### config.mk
export PLATFORM = sky130hd
export DESIGN_NAME = fpu_issue_ctrl
export DESIGN_NICKNAME = d
export VERILOG_FILES = /design/src/rtl/fpu_issue_ctrl.sv
export SDC_FILE = /design/constraint.sdc
export NUM_CORES = 1
export LEC_CHECK = 0
export ABC_AREA = 1
export CAP_MARGIN = 20
export CORE_UTILIZATION = 29
export DETAILED_ROUTE_END_ITERATION = 10
export DONT_BUFFER_PORTS = 1
export SLEW_MARGIN = 20
export SYNTH_ARGS = -nofsm -noshare
export SYNTH_HDL_FRONTEND = slang
export SYNTH_SLANG_ARGS = --single-unit
### constraint.sdc
create_clock -name clk -period 2.7 [get_ports clk]
set_input_delay 0.675 -clock clk [delete_from_list [all_inputs] [get_ports clk]]
set_output_delay 0.675 -clock clk [all_outputs]
set_load 0.01 [all_outputs]
### src/rtl/fpu_issue_ctrl.sv
// FPU issue controller: holds one FP instruction toward the FPU until f_ready and owns fcsr.
// Optional BUSY watchdog enabled by defining FPU_ISSUE_TIMEOUT_EN.
module fpu_issue_ctrl #(
    parameter int unsigned TIMEOUT_CYCLES = 64
) (
    input  logic        clk,
    input  logic        n_rst,
    input  logic        req_valid,
    input  logic [1:0]  req_op,
    input  logic [4:0]  req_rs1,
    input  logic [4:0]  req_rs2,
    input  logic [4:0]  req_rd,
    input  logic [7:0]  req_funct7,
    input  logic [2:0]  req_rm,
    input  logic [31:0] req_load_data,
    input  logic        csr_we,
    input  logic [7:0]  csr_wdata,
    output logic        stall,
    output logic        done,
    output logic [31:0] result,
    output logic        illegal_rm,
    output logic [7:0]  fcsr,
    output logic        timeout_err,
    output logic [4:0]  f_rs1,
    output logic [4:0]  f_rs2,
    output logic [4:0]  f_rd,
    output logic [7:0]  f_funct_7,
    output logic [2:0]  frm_in,
    output logic        f_LW,
    output logic        f_SW,
    output logic [31:0] dload_ext,
    input  logic [31:0] FPU_all_out,
    input  logic [4:0]  f_flags,
    input  logic        f_ready
);

    typedef enum logic [1:0] {StIdle, StBusy, StDone} state_e;

    localparam logic [1:0] OpLoad  = 2'b01;
    localparam logic [1:0] OpStore = 2'b10;

    state_e     state;
    logic [2:0] frm;
    logic [4:0] fflags;
    logic [2:0] eff_rm;
    logic       rm_bad;
    logic       busy_arith;
    logic       accum;
    logic       finish;
    logic       tmo_hit;

    assign fcsr   = {frm, fflags};
    assign eff_rm = (req_rm == 3'b111) ? frm : req_rm;
    assign rm_bad = (eff_rm >= 3'b101);

    // Load/store strobes are held as levels in BUSY, so they identify the in-flight op class.
    assign busy_arith = !f_LW && !f_SW;
    assign accum      = (state == StBusy) && f_ready && busy_arith;
    assign finish     = (state == StBusy) && (f_ready || tmo_hit);

    assign stall = n_rst && ((state == StBusy) || ((state == StIdle) && req_valid));

`ifdef FPU_ISSUE_TIMEOUT_EN
    localparam int unsigned CntW = $clog2(TIMEOUT_CYCLES + 1);
    localparam logic [CntW-1:0] CntLast = CntW'(TIMEOUT_CYCLES - 1);

    logic [CntW-1:0] tmo_cnt;

    // f_ready in the limit cycle takes priority, so the hit requires it low.
    assign tmo_hit = (state == StBusy) && !f_ready && (tmo_cnt == CntLast);

    always_ff @(posedge clk or negedge n_rst) begin
        if (!n_rst) begin
            tmo_cnt     <= '0;
            timeout_err <= 1'b0;
        end else begin
            timeout_err <= tmo_hit;
            if (state == StIdle) begin
                tmo_cnt <= '0;
            end else if ((state == StBusy) && !f_ready) begin
                tmo_cnt <= tmo_cnt + 1'b1;
            end
        end
    end
`else
    assign tmo_hit     = 1'b0;
    assign timeout_err = 1'b0;
`endif

    always_ff @(posedge clk or negedge n_rst) begin
        if (!n_rst) begin
            state      <= StIdle;
            frm        <= 3'b000;
            fflags     <= 5'b00000;
            result     <= 32'h0;
            done       <= 1'b0;
            illegal_rm <= 1'b0;
            f_rs1      <= 5'd0;
            f_rs2      <= 5'd0;
            f_rd       <= 5'd0;
            f_funct_7  <= 8'h00;
            frm_in     <= 3'b000;
            f_LW       <= 1'b0;
            f_SW       <= 1'b0;
            dload_ext  <= 32'h0;
        end else begin
            done       <= 1'b0;
            illegal_rm <= 1'b0;

            if (csr_we) begin
                frm    <= csr_wdata[7:5];
                fflags <= csr_wdata[4:0] | (accum ? f_flags : 5'b00000);
            end else if (accum) begin
                fflags <= fflags | f_flags;
            end

            unique case (state)
                StIdle: begin
                    if (req_valid) begin
                        if (rm_bad) begin
                            illegal_rm <= 1'b1;
                            done       <= 1'b1;
                        end else begin
                            f_rs1     <= req_rs1;
                            f_rs2     <= req_rs2;
                            f_rd      <= req_rd;
                            f_funct_7 <= req_funct7;
                            frm_in    <= eff_rm;
                            f_LW      <= (req_op == OpLoad);
                            f_SW      <= (req_op == OpStore);
                            dload_ext <= (req_op == OpLoad) ? req_load_data : 32'h0;
                            state     <= StBusy;
                        end
                    end
                end
                StBusy: begin
                    if (finish) begin
                        result    <= f_ready ? FPU_all_out : 32'h0;
                        done      <= 1'b1;
                        f_rs1     <= 5'd0;
                        f_rs2     <= 5'd0;
                        f_rd      <= 5'd0;
                        f_funct_7 <= 8'h00;
                        frm_in    <= 3'b000;
                        f_LW      <= 1'b0;
                        f_SW      <= 1'b0;
                        dload_ext <= 32'h0;
                        state     <= StDone;
                    end
                end
                StDone: begin
                    state <= StIdle;
                end
                default: begin
                    state <= StIdle;
                end
            endcase
        end
    end

endmodule

Yosys cells after proc, flatten, opt, wreduce, memory -nomap -nowiden:

Cells that the tools add are included.

* flip-flop bits (word level): 104
* output and inout port bits: 104

* $lt $le $gt $ge: 1
* equal/unequal tests: 7
* multiplexer cells: 44
* bitwise gates (word level): 2
* reductions and logical operators: 14

Operator list (count)
* two-way mux 32 bit: 5
* case mux 32 bit (2 select lines): 1
* two-way mux 5 bit: 10
* case mux 5 bit (2 select lines): 3
* two-way mux 8 bit: 3
* case mux 8 bit (2 select lines): 1
* two-way mux 3 bit: 4
* OR 5 bit: 2
* two-way mux 1 bit: 9
* two-way mux 2 bit: 3
* != test 2 bit, second input constant: 3
* case mux 1 bit (2 select lines): 3
* case mux 3 bit (2 select lines): 1
* logical AND 1 bit: 5
* == test 2 x 1 -> 1 bit, second input constant: 2
* case mux 2 bit (2 select lines): 1
* AND reduction 4 bit: 1
* nonzero test 2 bit: 2
* == test 3 bit, second input constant: 1
* >= comparator 3 bit, second input constant: 1
* AND reduction 3 bit: 1
* == test 2 bit, second input constant: 1
* logical NOT 1 bit: 2
* logical NOT 2 bit: 1
* 2 further kinds: 2

Longest topological paths before layout:

Gate-level depths: netlist of the first run.

* depth after elaboration: 6
* depth in mapped cells: 9
* mapped depth without buffers: 9

Worst setup path after synthesis of the first run:

Ideal clock, no wire load.

* path type: input port to output port
* from: input port req_valid
* to: output port stall
* data arrival time: 1.074 ns
* required time: 2.025 ns
* path slack: 0.951 ns
* stages: 2
* path through: nand2_1 -> a21boi_0

* longest elaborated chain between the ends: 3

RTL lines
* start: declaration: line 8 `input logic req_valid,`
* logical AND 1 bit: line 61 `assign stall = n_rst && ((state == StBusy) || ((state == StIdle) && req_valid));`
* logical OR 1 bit: line 61
* logical AND 1 bit: line 61
* end: declaration: line 18 `output logic stall,`

Every way passes these cells.

Worst setup path in the final report of the first run:

* from: register state[1]
* to: output port stall

* longest elaborated chain between the ends: 4

RTL lines
* start: declaration: line 42 `state_e state;`
* start signal: assignment: line 92 `state <= StIdle;`
* start signal: assignment: line 132 `state <= StBusy;`
* start signal: assignment: line 148 `state <= StDone;`
* logical NOT 2 bit: line 61
* logical AND 1 bit: line 61
* logical OR 1 bit (*): line 61
* logical AND 1 bit (*): line 61

Every way passes the cells marked *; elsewhere a longest branch is shown, timed or not.

==> impl_table.tex, run 1 <==
\begin{tabular}{lr}
\hline
Metric & Value \\
\hline
\multicolumn{2}{l}{\textbf{Clock network}} \\
Number of buffers between clock root and the deepest sink & 2 \\
Clock buffer count from CTS & 9 \\
Reg clk slew, reported paths & 0.07 ns \\
\# resized after CTS & 0 \\
Clock network latency to the later pin of the worst-skew pair & 0.34 ns \\
TritonCTS clock tree & built \\
Library cell used as clock root buffer & sky130\_fd\_sc\_hd\_\_clkbuf\_16 \\
H-Tree Depth & 3 \\
Clock net sink count & 104 \\
\multicolumn{2}{l}{\textbf{Setup path}} \\
Setup crit end kind & primary output \\
Kind of critical path & reg -> out \\
Cell at the slowest stage of the critical path & sky130\_fd\_sc\_hd\_\_a21boi\_0 \\
Cell Chain, Critical Path & nor2\_1 > inv\_1 > a21boi\_0 \\
WP data required & $\sim$2 ns \\
Worst Path Buf+Inv & 1 \\
Critical path's largest stage delay & 0.42 ns \\
Logic depth of the worst register-to-register path & 8 \\
Maximum fanout along the worst path & 4 \\
Critical path startpoint category & flip-flop \\
Data arrival time at the worst-slack endpoint & 1.59 ns \\
CP Depth & 3 \\
R2R setup slack & 0.94 ns \\
Cell family with most CP delay & compound AO/OA/AOI/OAI gates \\
\multicolumn{2}{l}{\textbf{Timing}} \\
Setup tns final & 0 ns \\
Final Cycle Share & 0.837 \\
Worst Hold Slack & about 0.14 ns \\
Maximum clock frequency & 442 MHz \\
Fin. Hold Viols & 0 \\
Minimum setup slack in the final design & 0.439 ns \\
Fin. max-slew vios & 0 \\
Remaining max-slew budget at the tightest pin & 0.417 \\
Post-layout min period & around 2.3 ns \\
Final Skew & 0.00822 ns \\
Number of failing setup endpoints in the final timing report & 0 \\
Unrepaired setup endpoints after global routing & no \\
Worst slew pin tran & just under 0.9 ns \\
\multicolumn{2}{l}{\textbf{GRT}} \\
First-pass GRT wire length & 16000 um \\
Largest net degree at the start of global routing & 88 \\
Number of antenna violations at the first check in global routing & 0 \\
Number of global-route vias before repair & 3049 \\
Total routing resource utilization after global routing & 0.142 \\
Total gr overflow & 0 \\
\multicolumn{2}{l}{\textbf{Synthesis}} \\
Library cells used by synthesis & 18 \\
Post-synth top area share & 0.609 \\
Post-synth EDFFs & 0 \\
Sequential area share after synthesis & 0.609 \\
Post-synthesis instance area & 4280 um2 \\
Commonest cells in the netlist & sky130\_fd\_sc\_hd\_\_nand2\_1 (172), sky130\_fd\_sc\_hd\_\_dfrtp\_1 (104), sky130\_fd\_sc\_hd\_\_nand3\_1 (91) \\
Avg Inst Size Synth & about 9 um2 \\
Leading area contributor after synthesis & sky130\_fd\_sc\_hd\_\_dfrtp\_1 \\
Cell types with the largest area share after synthesis & sky130\_fd\_sc\_hd\_\_dfrtp\_1 (61\%), sky130\_fd\_sc\_hd\_\_nand2\_1 (15\%), sky130\_fd\_sc\_hd\_\_nand3\_1 (11\%) \\
Top FF cell, synth & sky130\_fd\_sc\_hd\_\_dfrtp\_1 \\
Flip-flop and latch count after synthesis & 104 \\
Syn nets & 579 \\
Synth Warn \# & 0 \\
Most common cell in the netlist & sky130\_fd\_sc\_hd\_\_nand2\_1 \\
Gate Count Post-Synth & approximately 470 \\
Async set-or-reset flop fraction in the synthesized netlist & 1.00 \\
\multicolumn{2}{l}{\textbf{Floorplanning}} \\
Number of placement rows & 44 \\
Height of the chip & around 120 um \\
Die outline area & 15200 um2 \\
Effective utilization at floorplan & 0.295 \\
Width of the chip & approximately 120 um \\
I/O pin count & 214 \\
Core Footprint & 14500 um2 \\
\multicolumn{2}{l}{\textbf{Finish}} \\
Sequential cell area in the final layout & 2600 um2 \\
Multi-input logic area & between 1000 and 1500 um2 \\
ANT cells & 0 \\
Final Core Density & 0.330 \\
Filler cells & about 1500 \\
Share of post-route cells with drive strength above 1 & 0.0654 \\
Synth-to-layout area growth & 11.6\% \\
Final \#Nets & 564 \\
\multicolumn{2}{l}{\textbf{Placement}} \\
Port Buf Inserts & 0 \\
Routability-driven placement congestion ratio & about 0.8 \\
Post-DP HPWL & 7270 um \\
Place WS & 0.703 ns \\
\multicolumn{2}{l}{\textbf{Route}} \\
Number of iterations in the first detailed-routing pass & 4 \\
Residual DRC count & 0 \\
Residual antenna-violating net count after detailed routing & 0 \\
Violation count after the first detailed-routing iteration & 127 \\
Routed wire length & between 10000 and 15000 um \\
Detailed-route via count & 3313 \\
DR WL/cell & approximately 17 um \\
Vias/cell & about 5.2 \\
\multicolumn{2}{l}{\textbf{Hold path}} \\
Worst hold path class & in -> async \\
\multicolumn{2}{l}{\textbf{Power}} \\
Highest ir drop seen on vdd & 0.325 mV \\
Leak Pwr & 2.48 nW \\
Power per cell area & 962 nW/um2 \\
\multicolumn{2}{l}{\textbf{Run status}} \\
Result of the run & complete, no violations \\
\multicolumn{2}{l}{\textbf{Flow run}} \\
Count of max-cap constraint violations & 0 \\
\hline
\end{tabular}
## cell usage in the layout, fill, tap and decap left out
master and count:
sky130_fd_sc_hd__a21boi_0 1, sky130_fd_sc_hd__buf_4 5, sky130_fd_sc_hd__inv_2 1, sky130_fd_sc_hd__conb_1 1, sky130_fd_sc_hd__nand4_1 35, sky130_fd_sc_hd__o21ai_0 5
sky130_fd_sc_hd__a31oi_1 1, sky130_fd_sc_hd__nor3_1 1, sky130_fd_sc_hd__nand2_2 2, sky130_fd_sc_hd__mux2i_1 5, sky130_fd_sc_hd__inv_1 8, sky130_fd_sc_hd__clkinvlp_4 3
sky130_fd_sc_hd__clkinv_4 1, sky130_fd_sc_hd__nor2_1 4, sky130_fd_sc_hd__nand3_1 91, sky130_fd_sc_hd__dlygate4sd3_1 2, sky130_fd_sc_hd__clkbuf_16 9, sky130_fd_sc_hd__dfrtp_1 104
sky130_fd_sc_hd__buf_12 3, sky130_fd_sc_hd__bufinv_16 1, sky130_fd_sc_hd__inv_6 2, sky130_fd_sc_hd__buf_16 1, sky130_fd_sc_hd__nand2_4 1, sky130_fd_sc_hd__nand2_1 171
sky130_fd_sc_hd__nor2_2 1
## per-layer routing
layer	routed length [um]	part of all wire	GRT usage	up-vias
met1	4520	0.40	0.160	1586
met5	0	0	0	-
li1	-	-	-	1528
met4	282	0.025	0.0798	0
met3	1040	0.093	0.0530	21
met2	5340	0.48	0.230	178
## power by group
| part | switching [W] | internal (W) |
|---|---|---|
| logic | 0.000489 | 0.000254 |
| registers | 0.000540 | 0.00199 |
| clock network | 0.000594 | 0.000727 |
## metrics by stage
| step | cell area [um2] | std cells | total power, W |
|---|---|---|---|
| after floorplan | 4280 | 469 | 0.00303 |
| after global placement | 4400 | 623 | 0.00323 |
| after detailed placement | 4400 | 623 | 0.00328 |
| after CTS | 4730 | 641 | 0.00464 |
| after global routing | 4770 | 643 | 0.00492 |
| final | 4770 | 643 | 0.00459 |
## area by class of cell
class | count | share of cell area
Inverter | 9 | 0.00708
Sequential cell | 104 | 0.545
Tap cell | 184 | 0.0482
Timing Repair Buffer | 11 | 0.0304
Multi-Input combinational cell | 319 | 0.306
Clock buffer | 9 | 0.0472
Clock inverter | 7 | 0.0165
## cell families after synthesis
kind of cell / after synthesis / share of synthesized area
and+or+nand+nor: 306 / 0.317
AOI/OAI and AO/OA: 7 / 0.00907
muxes: 5 / 0.0117
DFF: 104 / 0.609
other: 1 / 0.000877
buffers and inverters: 46 / 0.0527
## what timing repair did
| item | in CTS | in global routing |
|---|---|---|
| endpoints found under the hold margin | 18 | 61 |
| hold buffers | 2 | 2 |
| buffers inserted | 0 | 0 |
## registers in the layout, summed over array words and instances, names as in the netlist
signal / flops
frm: 3
done: 1
frm_in: 3
f_LW: 1
f_SW: 1
f_rs1: 5
state: 2
fflags: 5
dload_ext: 32
illegal_rm: 1
f_rd: 5
result: 32
f_rs2: 5
f_funct_7: 8
## final timing paths
check | start | to
max | state[1] | stall
max in group asynchronous | n_rst | dload_ext[10]
max reg2reg | frm[0] | dload_ext[0]
min reg2reg | result[15] | result[15]
min | n_rst | f_LW
min in group clk | csr_we | frm[1]
(Power assumes the default switching activity.)
==> run 2: changes to the inputs <==
clock period = 1.95 ns   (was 2.7 ns; I/O delays follow)
==> run 2 against run 1 <==
  * The flow now finishes with violations (negative hold slack)
  * Largest power group unchanged
  * Sequential share of layout area rose by 0.14 points
  * Global-route usage down 0.65 points
  * Core utilization is 0.086 points lower
  * Setup slack lost 0.31 ns
  * Highest routed layer unchanged
  * Cell area shrank 0.26%
  * Non-clock buffer count decreased by 1
  * First-iteration DRC count is 72% higher
  * Register-to-register slack lost 0.74 ns
  * Clock power increased by 33%
  * Clock skew decreased by 0.0016 ns
  * Total power increased by 37%
==> impl_table.tex, run 2 (synthesized netlist as in run 1, its figures left out) <==
\begin{tabular}{lr}
\hline
Metric & Value \\
\hline
\multicolumn{2}{l}{\textbf{Run status}} \\
Result of the run & finished, violations left \\
Violations in the final reports & negative hold slack \\
\multicolumn{2}{l}{\textbf{Finish}} \\
Final \#Nets & 563 \\
Top library cells by usage in the layout, fill and taps aside & sky130\_fd\_sc\_hd\_\_nand2\_1 (171), sky130\_fd\_sc\_hd\_\_dfrtp\_1 (104), sky130\_fd\_sc\_hd\_\_nand3\_1 (91) \\
Filler cells & 1477 \\
Synth-to-layout area growth & 11.4\% \\
Final design instance area without fill & between 4000 and 5000 um2 \\
Sequential cell area in the final layout & 2600 um2 \\
Share of post-route cells with drive strength above 1 & 0.0655 \\
Leading registers by flop count & dload\_ext (32), result (32), f\_funct\_7 (8) \\
ANT cells & 0 \\
Multi-input logic area & 1460 um2 \\
Most common library cell in the layout ignoring fill and taps & sky130\_fd\_sc\_hd\_\_nand2\_1 \\
\multicolumn{2}{l}{\textbf{Clock network}} \\
Library cell used as clock root buffer & sky130\_fd\_sc\_hd\_\_clkbuf\_16 \\
Number of buffers between clock root and the deepest sink & 2 \\
Clock buffer count from CTS & 9 \\
Clock net sink count & 104 \\
H-Tree Depth & 3 \\
Clock network latency to the later pin of the worst-skew pair & 0.34 ns \\
Reg clk slew, reported paths & 0.07 ns \\
TritonCTS clock tree & built \\
Post-CTS setup buffer count & 0 \\
\multicolumn{2}{l}{\textbf{Floorplanning}} \\
Core Footprint & roughly 14000 um2 \\
Die outline area & 15200 um2 \\
Number of placement rows & 44 \\
Height of the chip & 123 um \\
Effective utilization at floorplan & 0.295 \\
I/O pin count & 214 \\
Width of the chip & 123 um \\
\multicolumn{2}{l}{\textbf{Setup path}} \\
Maximum fanout along the worst path & 4 \\
Critical path's largest stage delay & 0.39 ns \\
Critical path startpoint category & flip-flop \\
Data arrival time at the worst-slack endpoint & 1.33 ns \\
Setup crit start & state[0] \\
Cell at the slowest stage of the critical path & sky130\_fd\_sc\_hd\_\_dfrtp\_1 \\
Kind of critical path & reg -> out \\
Setup crit end kind & primary output \\
Launch point of the worst reg-to-reg path & frm[0] \\
Cell Chain, Critical Path & nor2\_1 > nand2\_1 > a21boi\_1 > buf\_4 \\
WP data required & 1.46 ns \\
\multicolumn{2}{l}{\textbf{Route}} \\
Number of iterations in the first detailed-routing pass & 4 \\
Routed wire length & approximately 11000 um \\
Residual DRC count & 0 \\
DR WL/cell & 16.8 um \\
Residual antenna-violating net count after detailed routing & 0 \\
Detailed-route via count & 3317 \\
Vias/cell & $\sim$5.2 \\
Violation count after the first detailed-routing iteration & 218 \\
\multicolumn{2}{l}{\textbf{GRT}} \\
First-pass GRT wire length & 15300 um \\
Number of global-route vias before repair & 3019 \\
Largest net degree at the start of global routing & 106 \\
Total gr overflow & 0 \\
Number of antenna violations at the first check in global routing & 0 \\
Total routing resource utilization after global routing & 0.136 \\
\multicolumn{2}{l}{\textbf{Timing}} \\
Maximum clock frequency & around 550 MHz \\
Worst Hold Slack & -0.163 ns \\
Unrepaired setup endpoints after global routing & no \\
Final Skew & 0.00666 ns \\
Minimum setup slack in the final design & $\sim$0.13 ns \\
Fin. max-slew vios & 0 \\
Worst slew pin tran & 0.603 ns \\
Remaining max-slew budget at the tightest pin & 0.598 \\
Final Cycle Share & 0.931 \\
Setup tns final & 0 ns \\
Post-layout min period & 1.82 ns \\
Number of failing setup endpoints in the final timing report & 0 \\
Fin. Hold Viols & 104 \\
\multicolumn{2}{l}{\textbf{Placement}} \\
Cell area reported after detailed placement & 4460 um2 \\
Port Buf Inserts & 0 \\
Post-DP HPWL & 7370 um \\
Routability-driven placement congestion ratio & 0.764 \\
Place WS & 0.196 ns \\
\multicolumn{2}{l}{\textbf{Power}} \\
Leak Pwr & 2.49 nW \\
Highest ir drop seen on vdd & 0.466 mV \\
Power per cell area & 1320 nW/um2 \\
Overall Power & 0.00628 W \\
\multicolumn{2}{l}{\textbf{Flow run}} \\
Count of max-cap constraint violations & 0 \\
\multicolumn{2}{l}{\textbf{Hold path}} \\
Worst hold path class & in -> async \\
\hline
\end{tabular}
## run 2: worst paths after layout
kind / end / slack [ns] / cells after the start
worst max-delay path: stall / 0.13 / 4
worst min-delay path: f_rs1[2] / -0.16 / 0
worst max register to register: dload_ext[21] / 0.20 / 8
worst min register to register: result[19] / 0.55 / 2
max in group asynchronous: result[29] / 1.99 / 0
min in group clk: frm[0] / 0.25 / 1
## run 2: worst max-delay path: cells and delay by family (launching register included)
family          cells  cell delay [ns]
flops               1             0.39
simple gates        2             0.27
compound gates      1             0.19
buf+inv             1             0.15
## run 2: final cells by class
class	count	share of cell area
Multi-Input combinational cell	319	0.307
Tap cell	184	0.0483
Sequential cell	104	0.547
Inverter	9	0.00709
Clock inverter	1	0.00184
Clock buffer	15	0.0604
Timing Repair Buffer	10	0.0289
## run 2: repair_timing
action / in CTS / in global routing
endpoints found under the setup margin: 0 / 1
resized for setup: 0 / 2
hold endpoints to repair: 104 / 104
## run 2: per-layer routing
metal / vias up / wire, um / global-route usage
met2: 185 / 5320 / 0.220
met3: 15 / 1120 / 0.0586
met5: - / 0 / 0
met1: 1595 / 4130 / 0.148
met4: 0 / 225 / 0.0745
li1: 1522 / - / -
## run 2: power breakdown
| part | internal (W) | switching (W) | total [W] |
|---|---|---|---|
| clock | 0.00101 | 0.000740 | 0.00175 |
| sequential | 0.00276 | 0.000744 | 0.00350 |
| combinational | 0.000381 | 0.000643 | 0.00102 |
## run 2: metrics by stage
step | hold WS [ns] | utilization | instances
6_report | -0.163 | 0.329 | 642
5_1_grt | -0.189 | 0.329 | 642
4_1_cts | -0.186 | 0.329 | 642
3_5_place_dp | 0.194 | 0.308 | 626
3_3_place_gp | 0.194 | 0.308 | 626
2_1_floorplan | 0.192 | - | 469
==> run 3: changes to the inputs <==
clock period = 2.2 ns   (was 1.95 ns; I/O delays follow)
==> run 3 against run 2 <==
  * Setup slack better by 0.063 ns
  * Die area unchanged
  * The flow still finishes with violations (negative hold slack)
  * Non-clock buffer count down 2
  * Sequential share of layout area up 0.43 points
  * Critical endpoint unchanged
  * Cell area down 0.79%
  * Largest power group unchanged
  * Core utilization down 0.26 points
  * Clock power down 10%
  * Register-to-register slack better by 0.25 ns
==> impl_table.tex, run 3 (synthesized netlist as in run 1, its figures left out) <==
\begin{tabular}{lr}
\hline
Metric & Value \\
\hline
\multicolumn{2}{l}{\textbf{Clock network}} \\
H-Tree Depth & 3 \\
Clock network latency to the later pin of the worst-skew pair & around 0.34 ns \\
Number of buffers between clock root and the deepest sink & 2 \\
TritonCTS clock tree & built \\
Post-CTS setup buffer count & 0 \\
Library cell used as clock root buffer & sky130\_fd\_sc\_hd\_\_clkbuf\_16 \\
Clock buffer count from CTS & 9 \\
Clock net sink count & 104 \\
Reg clk slew, reported paths & 0.07 ns \\
\multicolumn{2}{l}{\textbf{Setup path}} \\
WP data required & between 1.5 and 2 ns \\
Critical path's largest stage delay & 0.38 ns \\
Cell family with most CP delay & flip-flops \\
R2R setup slack & between 0.4 and 0.5 ns \\
Setup crit end kind & primary output \\
Kind of critical path & reg -> out \\
Critical path startpoint category & flip-flop \\
Cell Chain, Critical Path & nor2\_1 > inv\_1 > a21boi\_1 \\
Cell at the slowest stage of the critical path & sky130\_fd\_sc\_hd\_\_dfrtp\_1 \\
Data arrival time at the worst-slack endpoint & 1.45 ns \\
Worst Path Buf+Inv & 1 \\
Maximum fanout along the worst path & 4 \\
\multicolumn{2}{l}{\textbf{Timing}} \\
Fin. max-slew vios & 0 \\
Final Skew & 0.00891 ns \\
Post-layout min period & about 2.0 ns \\
Setup tns final & 0 ns \\
Final Cycle Share & 0.910 \\
Number of failing setup endpoints in the final timing report & 0 \\
Worst Hold Slack & -0.103 ns \\
Minimum setup slack in the final design & 0.197 ns \\
Unrepaired setup endpoints after global routing & no \\
Fin. Hold Viols & 104 \\
Maximum clock frequency & around 500 MHz \\
\multicolumn{2}{l}{\textbf{Finish}} \\
Most common library cell in the layout ignoring fill and taps & sky130\_fd\_sc\_hd\_\_nand2\_1 \\
ANT cells & 0 \\
Filler cells & 1493 \\
Top library cells by usage in the layout, fill and taps aside & sky130\_fd\_sc\_hd\_\_nand2\_1 (171), sky130\_fd\_sc\_hd\_\_dfrtp\_1 (104), sky130\_fd\_sc\_hd\_\_nand3\_1 (91) \\
Multi-input logic area & between 1000 and 1500 um2 \\
Leading registers by flop count & dload\_ext (32), result (32), f\_funct\_7 (8) \\
Final design instance area without fill & 4720 um2 \\
Sequential cell area in the final layout & 2600 um2 \\
Share of post-route cells with drive strength above 1 & 0.0571 \\
Final \#Nets & 561 \\
Synth-to-layout area growth & 10.5\% \\
\multicolumn{2}{l}{\textbf{Route}} \\
Routed wire length & 10900 um \\
Detailed-route via count & roughly 3300 \\
Residual antenna-violating net count after detailed routing & 0 \\
Violation count after the first detailed-routing iteration & between 100 and 150 \\
Vias/cell & 5.13 \\
Number of iterations in the first detailed-routing pass & 4 \\
Residual DRC count & 0 \\
DR WL/cell & 17.0 um \\
\multicolumn{2}{l}{\textbf{GRT}} \\
Largest net degree at the start of global routing & around 110 \\
Number of antenna violations at the first check in global routing & 0 \\
Total gr overflow & 0 \\
Number of global-route vias before repair & slightly above 3000 \\
Total routing resource utilization after global routing & 0.137 \\
First-pass GRT wire length & 15700 um \\
\multicolumn{2}{l}{\textbf{Run status}} \\
Violations in the final reports & negative hold slack \\
Result of the run & finished, violations left \\
\multicolumn{2}{l}{\textbf{Floorplanning}} \\
I/O pin count & 214 \\
Number of placement rows & 44 \\
Effective utilization at floorplan & 0.295 \\
Core Footprint & roughly 14000 um2 \\
Height of the chip & 123 um \\
Die outline area & between 15000 and 20000 um2 \\
Width of the chip & 123 um \\
\multicolumn{2}{l}{\textbf{Placement}} \\
Post-DP HPWL & 7410 um \\
Cell area reported after detailed placement & roughly 4400 um2 \\
Place WS & 0.405 ns \\
Port Buf Inserts & 0 \\
Routability-driven placement congestion ratio & approximately 0.76 \\
\multicolumn{2}{l}{\textbf{Hold path}} \\
Worst hold path class & in -> async \\
\multicolumn{2}{l}{\textbf{Flow run}} \\
Count of max-cap constraint violations & 0 \\
\multicolumn{2}{l}{\textbf{Power}} \\
Leak Pwr & 2.47 nW \\
Highest ir drop seen on vdd & 0.535 mV \\
Overall Power & roughly 0.0056 W \\
Power per cell area & 1180 nW/um2 \\
\hline
\end{tabular}
run 3: final timing paths:
kind	start	end	depth (start not counted)
worst max-delay path	state[1]	stall	3
worst min-delay path	n_rst	f_rs1[2]	0
worst max register to register	state[1]	result[29]	6
worst min register to register	result[19]	result[19]	2
max in group asynchronous	n_rst	dload_ext[9]	0
min in group clk	csr_we	frm[0]	1
run 3: report_power, final:
part	internal, W	switching [W]
Combinational	0.000317	0.000567
Sequential	0.00244	0.000662
Clock	0.000906	0.000666
run 3: metal layers:
layer / vias up / part of all wire / global-route usage
met5: - / 0 / 0
met4: 0 / 0.023 / 0.0753
met3: 16 / 0.10 / 0.0470
met2: 181 / 0.47 / 0.218
met1: 1565 / 0.41 / 0.162
li1: 1514 / - / -
run 3: layout make-up:
cell class / count / share of cell area
multi-input combinational: 319 / 0.309
clock buffer: 12 / 0.0522
clock inverter: 3 / 0.00900
tap: 184 / 0.0487
timing repair buffer: 8 / 0.0233
sequential: 104 / 0.551
inverter: 9 / 0.00715
run 3: worst register-to-register path: cells and delay by family, from the launching register on:
family	cells	cell delay, ns
and+or+nand+nor	4	0.85
buffers and inverters	2	0.47
DFF	1	0.38
run 3: what timing repair did:
action / 4_1_cts / 5_1_grt
resized for setup: 0 / 1
hold endpoints to repair: 104 / 104
endpoints found under the setup margin: 0 / 1
run 3: stage by stage:
stage / utilization / cells
global route: 0.326 / 639
floorplan: - / 469
global placement: 0.306 / 624
finish: 0.326 / 639
detailed placement: 0.306 / 624
CTS: 0.326 / 639
